===== config.mk =====
export PLATFORM = sky130hd
export DESIGN_NAME = booth_operand_dispatcher
export DESIGN_NICKNAME = d
export VERILOG_FILES = /design/src/rtl/booth_operand_dispatcher.sv
export SDC_FILE = /design/constraint.sdc
export NUM_CORES = 1
export LEC_CHECK = 0
export ABC_CLOCK_PERIOD_IN_PS = 3100
export CAP_MARGIN = 20
export CORE_UTILIZATION = 53
export DETAILED_ROUTE_END_ITERATION = 8
export GPL_ROUTABILITY_DRIVEN = 0
export HOLD_SLACK_MARGIN = 0.1
export PLACE_DENSITY = 0.88
export SYNTH_ARGS = -nofsm -noshare
export SYNTH_HDL_FRONTEND = slang
export SYNTH_SLANG_ARGS = --single-unit

===== constraint.sdc =====
create_clock -name clk_i -period 3.1 [get_ports clk_i]
set_input_delay 0.31 -clock clk_i [delete_from_list [all_inputs] [get_ports clk_i]]
set_output_delay 0.31 -clock clk_i [all_outputs]
set_load 0.1 [all_outputs]

===== src/rtl/booth_operand_dispatcher.sv =====
// Operand-pair FIFO and issue/collect sequencer for the 8-bit Booth FSMD multiplier.
// One multiplication in flight at a time; products leave in push order over valid/ready.
module booth_operand_dispatcher #(
    parameter int FIFO_DEPTH     = 4,
    parameter int TIMEOUT_CYCLES = 64
) (
    input  logic                          clk_i,
    input  logic                          reset_ni,
    input  logic                          in_valid_i,
    output logic                          in_ready_o,
    input  logic [7:0]                    in_multiplicand_i,
    input  logic [7:0]                    in_multiplier_i,
    output logic                          mul_enable_o,
    output logic [7:0]                    mul_multiplicand_o,
    output logic [7:0]                    mul_multiplier_o,
    input  logic                          mul_data_valid_i,
    input  logic [15:0]                   mul_product_i,
    output logic                          out_valid_o,
    input  logic                          out_ready_i,
    output logic [15:0]                   out_product_o,
    output logic                          busy_o,
    output logic [$clog2(FIFO_DEPTH):0]   fifo_count_o,
    output logic                          err_timeout_o
);

    localparam int AW = $clog2(FIFO_DEPTH);
    localparam int TW = $clog2(TIMEOUT_CYCLES + 1);
    localparam logic [AW:0]   CNT_FULL  = (AW + 1)'(FIFO_DEPTH);
    localparam logic [AW:0]   CNT_ONE   = {{AW{1'b0}}, 1'b1};
    localparam logic [AW-1:0] PTR_ONE   = {{(AW - 1){1'b0}}, 1'b1};
    localparam logic [TW-1:0] TMO_MAX   = TW'(TIMEOUT_CYCLES);
    localparam logic [TW-1:0] TMO_LAST  = TW'(TIMEOUT_CYCLES - 1);
    localparam logic [TW-1:0] TMO_ONE   = {{(TW - 1){1'b0}}, 1'b1};
    localparam logic [TW-1:0] TMO_ZERO  = {TW{1'b0}};

    typedef enum logic [1:0] {
        ST_IDLE    = 2'd0,
        ST_ISSUE   = 2'd1,
        ST_WAIT    = 2'd2,
        ST_RELEASE = 2'd3
    } state_t;

    state_t          state_r;
    state_t          state_s;
    logic [15:0]     mem_r [FIFO_DEPTH];
    logic [AW-1:0]   wr_ptr_r;
    logic [AW-1:0]   rd_ptr_r;
    logic [AW:0]     count_r;
    logic [AW:0]     count_s;
    logic            push_s;
    logic            pop_s;
    logic            capture_s;
    logic [TW-1:0]   tmo_cnt_r;
    logic            err_r;
    logic            enable_r;
    logic            busy_r;
    logic [7:0]      mcand_r;
    logic [7:0]      mplier_r;
    logic            out_valid_r;
    logic [15:0]     out_product_r;

    assign in_ready_o         = (count_r != CNT_FULL);
    assign push_s             = in_valid_i & in_ready_o;
    assign fifo_count_o       = count_r;
    assign mul_enable_o       = enable_r;
    assign mul_multiplicand_o = mcand_r;
    assign mul_multiplier_o   = mplier_r;
    assign out_valid_o        = out_valid_r;
    assign out_product_o      = out_product_r;
    assign busy_o             = busy_r;
    assign err_timeout_o      = err_r;

    // Sequencer next state plus the pop and capture strobes it owns.
    always_comb begin
        state_s   = state_r;
        pop_s     = 1'b0;
        capture_s = 1'b0;
        case (state_r)
            ST_IDLE: begin
                if (|count_r) begin
                    pop_s   = 1'b1;
                    state_s = ST_ISSUE;
                end else begin
                    state_s = ST_IDLE;
                end
            end
            ST_ISSUE: state_s = ST_WAIT;
            ST_WAIT: begin
                // A full output slot stalls us here; the multiplier parks in FINISH meanwhile.
                if (mul_data_valid_i && (!out_valid_r || out_ready_i)) begin
                    capture_s = 1'b1;
                    state_s   = ST_RELEASE;
                end else begin
                    state_s = ST_WAIT;
                end
            end
            ST_RELEASE: state_s = ST_IDLE;
            default:    state_s = ST_IDLE;
        endcase
    end

    // Occupancy after this cycle's push/pop.
    always_comb begin
        count_s = count_r;
        case ({push_s, pop_s})
            2'b10:   count_s = count_r + CNT_ONE;
            2'b01:   count_s = count_r - CNT_ONE;
            default: count_s = count_r;
        endcase
    end

    // FIFO payload storage; contents are meaningless outside the valid window so no reset.
    always_ff @(posedge clk_i) begin
        if (push_s) begin
            mem_r[wr_ptr_r] <= {in_multiplicand_i, in_multiplier_i};
        end
    end

    // FIFO pointers and occupancy.
    always_ff @(posedge clk_i or negedge reset_ni) begin
        if (!reset_ni) begin
            wr_ptr_r <= {AW{1'b0}};
            rd_ptr_r <= {AW{1'b0}};
            count_r  <= {(AW + 1){1'b0}};
        end else begin
            if (push_s) begin
                wr_ptr_r <= wr_ptr_r + PTR_ONE;
            end
            if (pop_s) begin
                rd_ptr_r <= rd_ptr_r + PTR_ONE;
            end
            count_r <= count_s;
        end
    end

    // State register with registered enable pulse and busy flag derived from next state.
    always_ff @(posedge clk_i or negedge reset_ni) begin
        if (!reset_ni) begin
            state_r  <= ST_IDLE;
            enable_r <= 1'b0;
            busy_r   <= 1'b0;
        end else begin
            state_r  <= state_s;
            enable_r <= (state_s == ST_ISSUE) || (state_s == ST_RELEASE);
            busy_r   <= (state_s != ST_IDLE) || (|count_s);
        end
    end

    // Operand registers load only on a pop, so they stay stable from ISSUE through RELEASE.
    always_ff @(posedge clk_i or negedge reset_ni) begin
        if (!reset_ni) begin
            mcand_r  <= 8'd0;
            mplier_r <= 8'd0;
        end else if (pop_s) begin
            {mcand_r, mplier_r} <= mem_r[rd_ptr_r];
        end
    end

    // Saturating WAIT watchdog and sticky timeout flag.
    always_ff @(posedge clk_i or negedge reset_ni) begin
        if (!reset_ni) begin
            tmo_cnt_r <= TMO_ZERO;
            err_r     <= 1'b0;
        end else if (state_r == ST_ISSUE) begin
            tmo_cnt_r <= TMO_ZERO;
        end else if ((state_r == ST_WAIT) && !mul_data_valid_i && (tmo_cnt_r != TMO_MAX)) begin
            tmo_cnt_r <= tmo_cnt_r + TMO_ONE;
            if (tmo_cnt_r == TMO_LAST) begin
                err_r <= 1'b1;
            end
        end
    end

    // Output slot: a capture wins over an accept in the same cycle.
    always_ff @(posedge clk_i or negedge reset_ni) begin
        if (!reset_ni) begin
            out_valid_r   <= 1'b0;
            out_product_r <= 16'd0;
        end else if (capture_s) begin
            out_valid_r   <= 1'b1;
            out_product_r <= mul_product_i;
        end else if (out_ready_i) begin
            out_valid_r   <= 1'b0;
        end
    end

endmodule


== Word-level counts from Yosys, hierarchy flattened ==
Memories as Yosys holds them, arrays and structs flattened. A register that Yosys moved wholly into a read port is not among the register bits.
Cells that the tools add are included.
Widths: inputs -> output; s select.

* Flip-flop bits (word level): 36
* Bits in writable memories: 64
* Memories kept: 1

* $add $sub $neg: 5
* Equal/unequal tests: 10
* Mux-type cells: 14
* Bitwise gates (word level): 2
* Reduce and logical (&&, ||, !) cells: 16

{| class="wikitable"
|+ Memories
! memory !! words !! width !! read ports !! clocked after Yosys merged registers in !! write ports !! RTL line !! RTL
|-
| mem_r || 4 || 16 || 1 || 1 || 1 || 45 || <nowiki>logic [15:0] mem_r [FIFO_DEPTH];</nowiki>
|}

{| class="wikitable"
|+ Operators with widths
! cell !! count
|-
| $mux 7 || 2
|-
| $mux 1 || 10
|-
| $eq 2x2->1 const B || 4
|-
| $pmux 2 s4 || 1
|-
| $add 7x1->7 const B || 1
|-
| $eq 7x6->1 const B || 1
|-
| $ne 7x7->1 const B || 1
|-
| $eq 2x1->1 const B || 3
|-
| $pmux 3 s2 || 1
|-
| $reduce_bool 2->1 || 3
|-
| $reduce_or 3->1 || 2
|-
| $add 2x1->2 const B || 2
|-
| $add 3x1->3 const B || 1
|-
| $logic_and 1x1->1 || 3
|-
| $logic_not 1->1 || 3
|-
| $logic_or 1x1->1 || 3
|-
| $ne 3x3->1 const B || 1
|-
| $reduce_and 3->1 || 1
|-
| $sub 3x1->3 const B || 1
|-
| $logic_not 2->1 || 1
|-
| $and 1x1->1 || 1
|-
| $not 1->1 || 1
|}

== Longest topological paths before layout ==
Gate-level depths: netlist of run 1.

* Depth after elaboration: 7
* Mapped depth: 11
* Gate-level depth less buffers: 10

== Least setup slack after synthesis of run 1 ==
No wires, ideal clock.

* Path kind: flip-flop to flip-flop
* From: register count_r[2], in the netlist fifo_count_o[2]
* To: register busy_r, in the netlist busy_o
* Setup time: 75 ps
* Arrival time: 3,135 ps
* Path slack: -110 ps
* Stages on the path, launching flop included: 10
* Buffers on the path: 0
* Period minus slack after synthesis: 3,210 ps
* Cell sequence: dfrtp_1 > or3b_4 > and2_4 > inv_1 > ha_1 > inv_1 > fa_1 > xor2_1 > or3_2 > nand4_1

* Elaborated cells between the ends (all ways): 15
* Those cells by class: add/sub (2); eq/ne (3); mux (5); bitwise (1); reduce/logical (4)

{| class="wikitable"
|+ RTL lines
! item !! RTL line !! RTL
|-
| from (decl) || 48 || <nowiki>logic [AW:0] count_r;</nowiki>
|-
| from (signal assigned) || 124 || <nowiki>count_r <= {(AW + 1){1'b0}};</nowiki>
|-
| from (signal assigned) || 132 || <nowiki>count_r <= count_s;</nowiki>
|-
| $ne 3x3->1 (*) || 62 || <nowiki>assign in_ready_o = (count_r != CNT_FULL);</nowiki>
|-
| net in_ready_o || 10 || <nowiki>output logic in_ready_o,</nowiki>
|-
| $and 1x1->1 (*) || 63 || <nowiki>assign push_s = in_valid_i & in_ready_o;</nowiki>
|-
| $eq 2x1->1 / $eq 2x2->1 (equally long branches) || 105 || <nowiki>case ({push_s, pop_s})</nowiki>
|-
| $pmux 3 s2 (*) || 105 ||
|-
| $reduce_or 3->1 (*) || 145 || <nowiki>busy_r <= (state_s != ST_IDLE) || (|count_s);</nowiki>
|-
| $logic_or 1x1->1 (*) || 145 ||
|-
| to (signal assigned) || 145 ||
|-
| to (decl) || 56 || <nowiki>logic busy_r;</nowiki>
|}

The timed path passes the listed nets; every way through them passes the cells marked *.
A chain may end at the register's enable or synchronous reset.

== Worst setup path in the final report of run 1 ==
* From: register count_r[1], in the netlist fifo_count_o[1]
* To: register busy_r, in the netlist busy_o

* Longest elaborated chain between the ends: 7
* Elaborated cells between the ends (all ways): 15
* Those cells by class: add/sub (2); eq/ne (3); mux (5); bitwise (1); reduce/logical (4)

{| class="wikitable"
|+ Ends and longest elaborated chain
! item !! RTL line !! RTL
|-
| $reduce_or 3->1 || 80 || <nowiki>if (|count_r) begin</nowiki>
|-
| $mux 1 || 80 ||
|-
| $mux 1 || 78 || <nowiki>case (state_r)</nowiki>
|-
| $eq 2x1->1 / $eq 2x2->1 (equally long branches) || 105 ||
|-
| $pmux 3 s2 || 105 ||
|-
| $reduce_or 3->1 || 145 ||
|-
| $logic_or 1x1->1 (*) || 145 ||
|}

Mark *: on every way between the ends. The rest lies on a longest branch, timed or not.

==> flow_metrics.tcl, run 1 <==
set metrics [dict create \
    nets 427 \
    synthesis.area_mm2 0.004573 \
    postSynthCellCount 288 \
    firstDrtPassIters 4 \
    max_freq_mhz 396.0 \
    clockBufferDepth 2 \
    grt_max_degree 30 \
    fin_crit_ps 2525 \
    synth_fp_nets 336 \
    antenna_found_initial 0 \
    grt_use_total_pct 20.71 \
    cp_num_buf_inv 1 \
    wire_per_inst_um 16.84 \
    ant_nets 0 \
    die-area_mm2 0.009004 \
    area_growth_pct 31.55 \
    critPathTopFamily "compound AO/OA/AOI/OAI gates" \
    via_count 2686 \
    rows 33 \
    cts.sink_count 115 \
    required_ps 3480 \
    pin_count 77 \
    finClkSkew_ps 16.08 \
    drv_cap 0 \
    hold_viol 0 \
    path_cells "o31ai_4, inv_2, ha_1, or3b_2, a21oi_1, nand4_1" \
    drive_above_1_share_pct 21.94 \
    yosysMostFrequentCell "edfxtp_1" \
    worstMarginPinSlew_ps 1001 \
    die-width_um 94.89 \
    synth_top_area_share_pct 42.02 \
    ys_types 39 \
    cts_htree_levels 4 \
    synth_commonest_cells "64 x edfxtp_1, 57 x nand2_1, 51 x dfrtp_1" \
    fin_crit_sh_pct 81.47 \
    postSynthAreaPerCell_um2 15.88 \
    die_h_um 94.89 \
    synth_fa_ha_area_share_pct 3.174 \
    setup-tns-final_ps 0 \
    async_flop_share_pct 44.35 \
    worst_setup_path_start_kind "register" \
    yosysSeqAreaShare_pct 69.93 \
    synth_top_family_by_area "multiplexers" \
    synth_compound_area_share_pct 2.244 \
    max_stage_delay_ps 730 \
    clk_pin_slew_ps 60 \
    via_per_inst 5.404 \
    status "finished, final reports clean" \
    grt_pass1_wl_um 13430 \
    core_area_mm2 0.008299 \
    synth-seq-cells 115 \
    clk_latency_ps 510 \
    synth-edff-count 64 \
    ys.flop_type "edfxtp_1" \
    slew_viol_final 0 \
    synth.mux.area_fraction_pct 12.83 \
    root_buffer "clkbuf_8" \
    worstSetupPathType "register to register" \
    yosysTopAreaCell "edfxtp_1" \
    end_kind "register" \
    start_util_pct 55.10 \
    drc 0 \
    cts_tree "done" \
    slowest_stage "o31ai_4" \
    rsz0062_at_grt "no" \
    grt_pass1_vias 2783 \
    hold_path_class "input port to asynchronous set/reset pin" \
    path_max_fanout 18 \
    post_cts_resized 0 \
    antenna_cells 0 \
    yosys_warnings 0 \
    yosys.area_share.simple_pct 8.317 \
    globalRouteOverflowTotal 0 \
    post-dp-hpwl_um 5577 \
    crit_arrival_ps 2900 \
    finalSetupViolCount 0 \
    synth_xor_xnor_area_share_pct 0.9576 \
    yosys-top-cells-area "edfxtp_1 42%, dfrtp_1 28%, mux4_2 7.9%, nand2_1 4.7%, mux2_2 4.2%" \
    io_buffers 76 \
    cts_made_buffers 17 \
    relSlewSlack_pct 33.04 \
    drt-total-wl_um 8370 \
    drtIter0Drc 101 \
]
==> area by class of cell <==
cell class                 count  area [um2]
clock inverter                14       157.7
fill                         494        2283
tap                          105       131.4
inverter                      17       63.81
timing repair buffer          81       785.8
sequential                   115        3201
multi-input combinational    147        1259
clock buffer                  18       417.9
==> worst paths after layout <==
| kind | to | cells after the start | slack, ps | from |
|---|---|---|---|---|
| worst max-delay path | busy_o | 6 | 570 | fifo_count_o[1] |
| worst min-delay path | tmo_cnt_r[3] | 2 | 360 | reset_ni |
| worst max register to register | busy_o | 6 | 570 | fifo_count_o[1] |
| worst min register to register | mul_multiplicand_o[2] | 2 | 470 | mul_multiplicand_o[2] |
| max in group asynchronous | out_product_o[2] | 3 | 1990 | reset_ni |
| min in group clk_i | out_product_o[6] | 2 | 410 | mul_product_i[6] |
==> cells by family after synthesis <==
kind of cell / Yosys count
adder cells (fa/ha/maj): 11
AND/OR/NAND/NOR: 81
XOR/XNOR: 5
flip-flops: 115
buffers and inverters: 26
multiplexers: 36
AO/OA/AOI/OAI: 14
==> registers in the layout, indices dropped and copies added, names as in the netlist, 2 cells and up <==
name / cells
mul_multiplicand_o: 8
rd_ptr_r: 2
out_product_o: 16
tmo_cnt_r: 7
mem_r: 64
fifo_count_o: 3
mul_multiplier_o: 8
state_r: 2
wr_ptr_r: 2
==> cell usage in the layout (no fill, tap or decap), types with 5 or more instances in the layout <==
master and n:
a21oi_1 5, clkbuf_16 16, clkinvlp_4 5, nand2_1 57, mux4_2 16, ha_1 10, dfrtp_1 49, mux2_2 17
edfxtp_1 64, buf_4 8, clkdlybuf4s50_1 71, inv_1 16
==> timing repair <==
item,in CTS,in global routing
hold buffers,1,0
setup buffers,0,0
hold endpoints to repair,28,0
==> routing by layer <==
layer / part of all wire (%) / global-route usage [%]
met5: 0 / 0
met4: 0.62 / 7.828
met3: 4.3 / 6.280
met2: 53 / 35.85
met1: 42 / 24.25
==> stage by stage <==
step           setup slack [ps]  hold WS, ps  cell area [um2]  instances  util (%)
2_1_floorplan             21.59        14.41             4576        288         -
3_3_place_gp              680.2        373.6             5430        464     65.43
3_5_place_dp              612.7        378.4             5430        464     65.43
4_1_cts                   549.9        366.9             6016        497     72.49
5_1_grt                   404.2        402.2             6016        497     72.49
6_report                  574.5        358.8             6016        497     72.49
Power of run 1 is left out: the tool's default activity adds up to more than one toggle a clock period on the data nets, which glitch-free logic cannot reach.
==> inputs of run 2 (changes only) <==
--- a/config.mk
+++ b/config.mk
@@ -5,7 +5,7 @@
 export SDC_FILE = /design/constraint.sdc
 export NUM_CORES = 1
 export LEC_CHECK = 0
-export ABC_CLOCK_PERIOD_IN_PS = 3100
+export ABC_CLOCK_PERIOD_IN_PS = 2590
 export CAP_MARGIN = 20
 export CORE_UTILIZATION = 53
 export DETAILED_ROUTE_END_ITERATION = 8
==> constraint.sdc (replaced) <==
create_clock -name clk_i -period 2.59 [get_ports clk_i]
set_input_delay 0.259 -clock clk_i [delete_from_list [all_inputs] [get_ports clk_i]]
set_output_delay 0.259 -clock clk_i [all_outputs]
set_load 0.1 [all_outputs]
==> flow_metrics.tcl, run 2 (synthesized netlist as in run 1, its figures left out) <==
set metrics [dict create \
    status "finished, final reports clean" \
    slew_viol_final 0 \
    finalWorstSetupSlack_ps 224.6 \
    worstSetupPathType "register to register" \
    post_cts_resized 0 \
    final_util_pct 71.28 \
    rr_worst_depth 9 \
    die-width_um 94.89 \
    via_per_inst 5.401 \
    area_growth_pct 29.36 \
    via_count 2695 \
    io_buffers 76 \
    die-area_mm2 0.009004 \
    final_common_cell "edfxtp_1" \
    fin_area_mm2 0.005916 \
    nets 429 \
    largest_reg_flops 64 \
    placed_cell_area_mm2 0.005381 \
    rows 33 \
    grt_use_total_pct 22.54 \
    worstMarginPinSlew_ps 865.8 \
    drt-total-wl_um 8998 \
    drv_cap 0 \
    final_cell_mix "64 x edfxtp_1, 57 x nand2_1, 47 x dfrtp_1" \
    final_cells 499 \
    r2r_start "fifo_count_o[0]" \
    hold_path_class "input port to asynchronous set/reset pin" \
    antenna_found_initial 0 \
    rsz0062_at_grt "no" \
    core_area_mm2 0.008299 \
    wire_per_inst_um 18.03 \
    drc 0 \
    finalSetupViolCount 0 \
    end_kind "register" \
    met2_length_um 4461 \
    grt_pass1_wl_um 14240 \
    die_h_um 94.89 \
    fin_crit_ps 2365 \
    highest_layer "met4" \
    pin_count 77 \
    r2r_setup_slack_ps 220 \
    cts.sink_count 115 \
    grt_pass1_vias 2809 \
    path_max_fanout 7 \
    clk_latency_ps 520 \
    max_freq_mhz 422.8 \
    grt_max_degree 24 \
    pre_cts_ws_ps 223.1 \
    cts_tree "done" \
    drive_above_1_share_pct 32.74 \
    drt-met1-wl_um 3711 \
    finClkSkew_ps 7.456 \
    clk_pin_slew_ps 60 \
    place_inst 466 \
    hold_viol 0 \
    relSlewSlack_pct 42.28 \
    post-dp-hpwl_um 5595 \
    firstDrtPassIters 4 \
    r2r_end "busy_o" \
    cts_made_buffers 17 \
    fin_crit_sh_pct 91.33 \
    crit_arrival_ps 2740 \
    required_ps 2970 \
    start_util_pct 55.10 \
    globalRouteOverflowTotal 0 \
    largest_register "mem_r" \
    worst_setup_path_start_kind "register" \
    ant_nets 0 \
    root_buffer "clkbuf_8" \
    drtIter0Drc 111 \
    met3_length_um 641 \
    cts_htree_levels 4 \
    antenna_cells 0 \
    clockBufferDepth 2 \
]
==> run 2: per-layer routing <==
layer / vias up / track usage, %
met5: - / 0
met4: 0 / 9.091
met3: 20 / 7.729
met2: 112 / 37.35
met1: 1336 / 27.07
li1: 1227 / -
==> run 2: critical path: stages, from the launching register on <==
cell,delay [ps]
dfrtp_4,520
or3b_4,440
and2_4,170
inv_2,60
ha_4,130
inv_2,40
fa_2,540
nand3b_1,80
a21oi_1,140
nand4_1,100
==> run 2: final cells by class <==
| type | instances | area [um2] |
|---|---|---|
| Clock buffer | 18 | 417.9 |
| Clock inverter | 14 | 106.4 |
| Fill cell | 524 | 2384 |
| Inverter | 17 | 63.81 |
| Multi-Input combinational cell | 147 | 1277 |
| Sequential cell | 115 | 3208 |
| Tap cell | 105 | 131.4 |
| Timing Repair Buffer | 83 | 710.7 |
==> run 2: worst max-delay path by stage <==
stage / from / endpoint / slack [ps] / cells after the start
floorplan: fifo_count_o[0] / busy_o / -40 / 9
detailed placement: fifo_count_o[0] / busy_o / 220 / 9
global route: fifo_count_o[0] / busy_o / 110 / 9
CTS: fifo_count_o[0] / busy_o / 210 / 9
global placement: fifo_count_o[0] / busy_o / 300 / 9
finish: fifo_count_o[0] / busy_o / 220 / 9
==> run 2: stage by stage <==
step | hold slack [ps] | TNS (ps)
after floorplan | -36.59 | -51.72
after global placement | 275.8 | 0
after detailed placement | 273.1 | 0
after CTS | 271.8 | 0
after global routing | 322.7 | 0
final | 264.1 | 0
==> run 2: what timing repair did <==
item                                    in CTS  in global routing
setup buffers                                0                  0
endpoints found under the hold margin       21                  0
hold buffers                                 1                  0
endpoints found under the setup margin       0                  0
Power of run 2 is left out for the same reason.
==> inputs of run 3 (changes only) <==
--- a/config.mk
+++ b/config.mk
@@ -10,6 +10,7 @@
 export CORE_UTILIZATION = 53
 export DETAILED_ROUTE_END_ITERATION = 8
 export GPL_ROUTABILITY_DRIVEN = 0
+export GPL_TIMING_DRIVEN = 0
 export HOLD_SLACK_MARGIN = 0.1
 export PLACE_DENSITY = 0.88
 export SYNTH_ARGS = -nofsm -noshare
==> flow_metrics.tcl, run 3 (synthesized netlist as in run 1, its figures left out) <==
set metrics [dict create \
    cts.sink_count 115 \
    status "finished, final reports clean" \
    ant_nets 0 \
    largest_register "mem_r" \
    final_cells 504 \
    via_per_inst 5.409 \
    worstSetupPathType "register to register" \
    nets 434 \
    grt-busiest-layer "met2" \
    grt_pass1_vias 2899 \
    pre_cts_ws_ps -86.40 \
    grt_max_degree 39 \
    fin_crit_sh_pct 93.85 \
    via_count 2726 \
    hold_viol 0 \
    use_met1_pct 26.49 \
    fin_crit_ps 2431 \
    met2_usage_pct 39.21 \
    root_buffer "clkbuf_8" \
    final_cell_mix "74 x clkdlybuf4s50_1, 64 x edfxtp_1, 57 x nand2_1" \
    drc 0 \
    io_buffers 76 \
    finalWorstSetupSlack_ps 159.4 \
    finalSetupViolCount 0 \
    area_growth_pct 32.59 \
    clk_pin_slew_ps 60 \
    die-width_um 94.89 \
    drt-total-wl_um 9129 \
    antenna_found_initial 0 \
    cts_made_buffers 17 \
    r2r_start "state_r[0]" \
    globalRouteOverflowTotal 0 \
    worst_setup_path_start_kind "register" \
    cts_tree "done" \
    max_freq_mhz 411.4 \
    drive_above_1_share_pct 23.56 \
    grtUsageMet3_pct 8.132 \
    die_h_um 94.89 \
    grt_use_total_pct 22.74 \
    antenna_cells 0 \
    post-dp-hpwl_um 5863 \
    rsz0062_at_grt "no" \
    required_ps 3030 \
    place_inst 470 \
    grt_pass1_wl_um 14500 \
    crit_arrival_ps 2870 \
    finClkSkew_ps 13.78 \
    wire_per_inst_um 18.11 \
    path_max_fanout 10 \
    cts_htree_levels 4 \
    slew_viol_final 0 \
    relSlewSlack_pct 34.42 \
    clk_latency_ps 510 \
    firstDrtPassIters 4 \
    worstMarginPinSlew_ps 980.6 \
    largest_reg_flops 64 \
    drtIter0Drc 115 \
    drv_cap 0 \
    end_kind "register" \
    rows 33 \
    clockBufferDepth 2 \
    die-area_mm2 0.009004 \
    start_util_pct 55.10 \
    pin_count 77 \
    core_area_mm2 0.008299 \
    startpoint "state_r[0]" \
    hold_path_class "input port to asynchronous set/reset pin" \
    final_common_cell "clkdlybuf4s50_1" \
]
[run 3: worst max-delay path: stages, from the launching register on]
cell and delay [ps]:
dfrtp_2 410, inv_1 80, ha_1 220, o31ai_4 100, inv_2 170, clkbuf_4 280, ha_4 170, inv_2 40
fa_2 330, xor2_1 160, or3_4 330, nand4_1 90
[run 3: area by class of cell]
class                      instances  area (um2)
clock buffer                      18       417.9
multi-input combinational        147        1277
clock inverter                    14       117.6
inverter                          17       63.81
sequential                       115        3208
timing repair buffer              79       792.0
buffer                             9       55.05
tap                              105       131.4
fill                             499        2236
[run 3: layer usage]
layer | wire, um | part of all wire [%]
met1 | 3732 | 41
met5 | 0 | 0
met4 | 40 | 0.44
met2 | 4894 | 54
met3 | 461 | 5.0
[run 3: what timing repair did]
item                       4_1_cts  5_1_grt
buffers inserted                 1        0
hold endpoints to repair        51        0
hold buffers                     1        0
pin swaps                        1        0
setup endpoints to repair        2        1
resized for setup                1        1
[run 3: final timing paths]
path,cells past startpoint,slack [ps],to
hold / removal,2,200,mul_multiplier_o[4]
setup reg to reg,11,160,busy_o
max in group asynchronous,3,1840,fifo_count_o[0]
hold reg to reg,1,460,err_timeout_o
min in group clk_i,2,370,out_product_o[8]
setup / recovery,11,160,busy_o
[run 3: through the flow]
| step | cell area, um2 | setup TNS [ps] | utilization [%] | hold slack [ps] |
|---|---|---|---|---|
| 2_1_floorplan | 4602 | -51.72 | - | -36.59 |
| 3_3_place_gp | 5494 | -13810 | 66.20 | 449.6 |
| 3_5_place_dp | 5509 | -86.40 | 66.38 | 188.4 |
| 4_1_cts | 6061 | 0 | 73.03 | 192.5 |
| 5_1_grt | 6063 | 0 | 73.06 | 232.0 |
| 6_report | 6063 | 0 | 73.06 | 204.2 |
Power of run 3 is left out for the same reason.
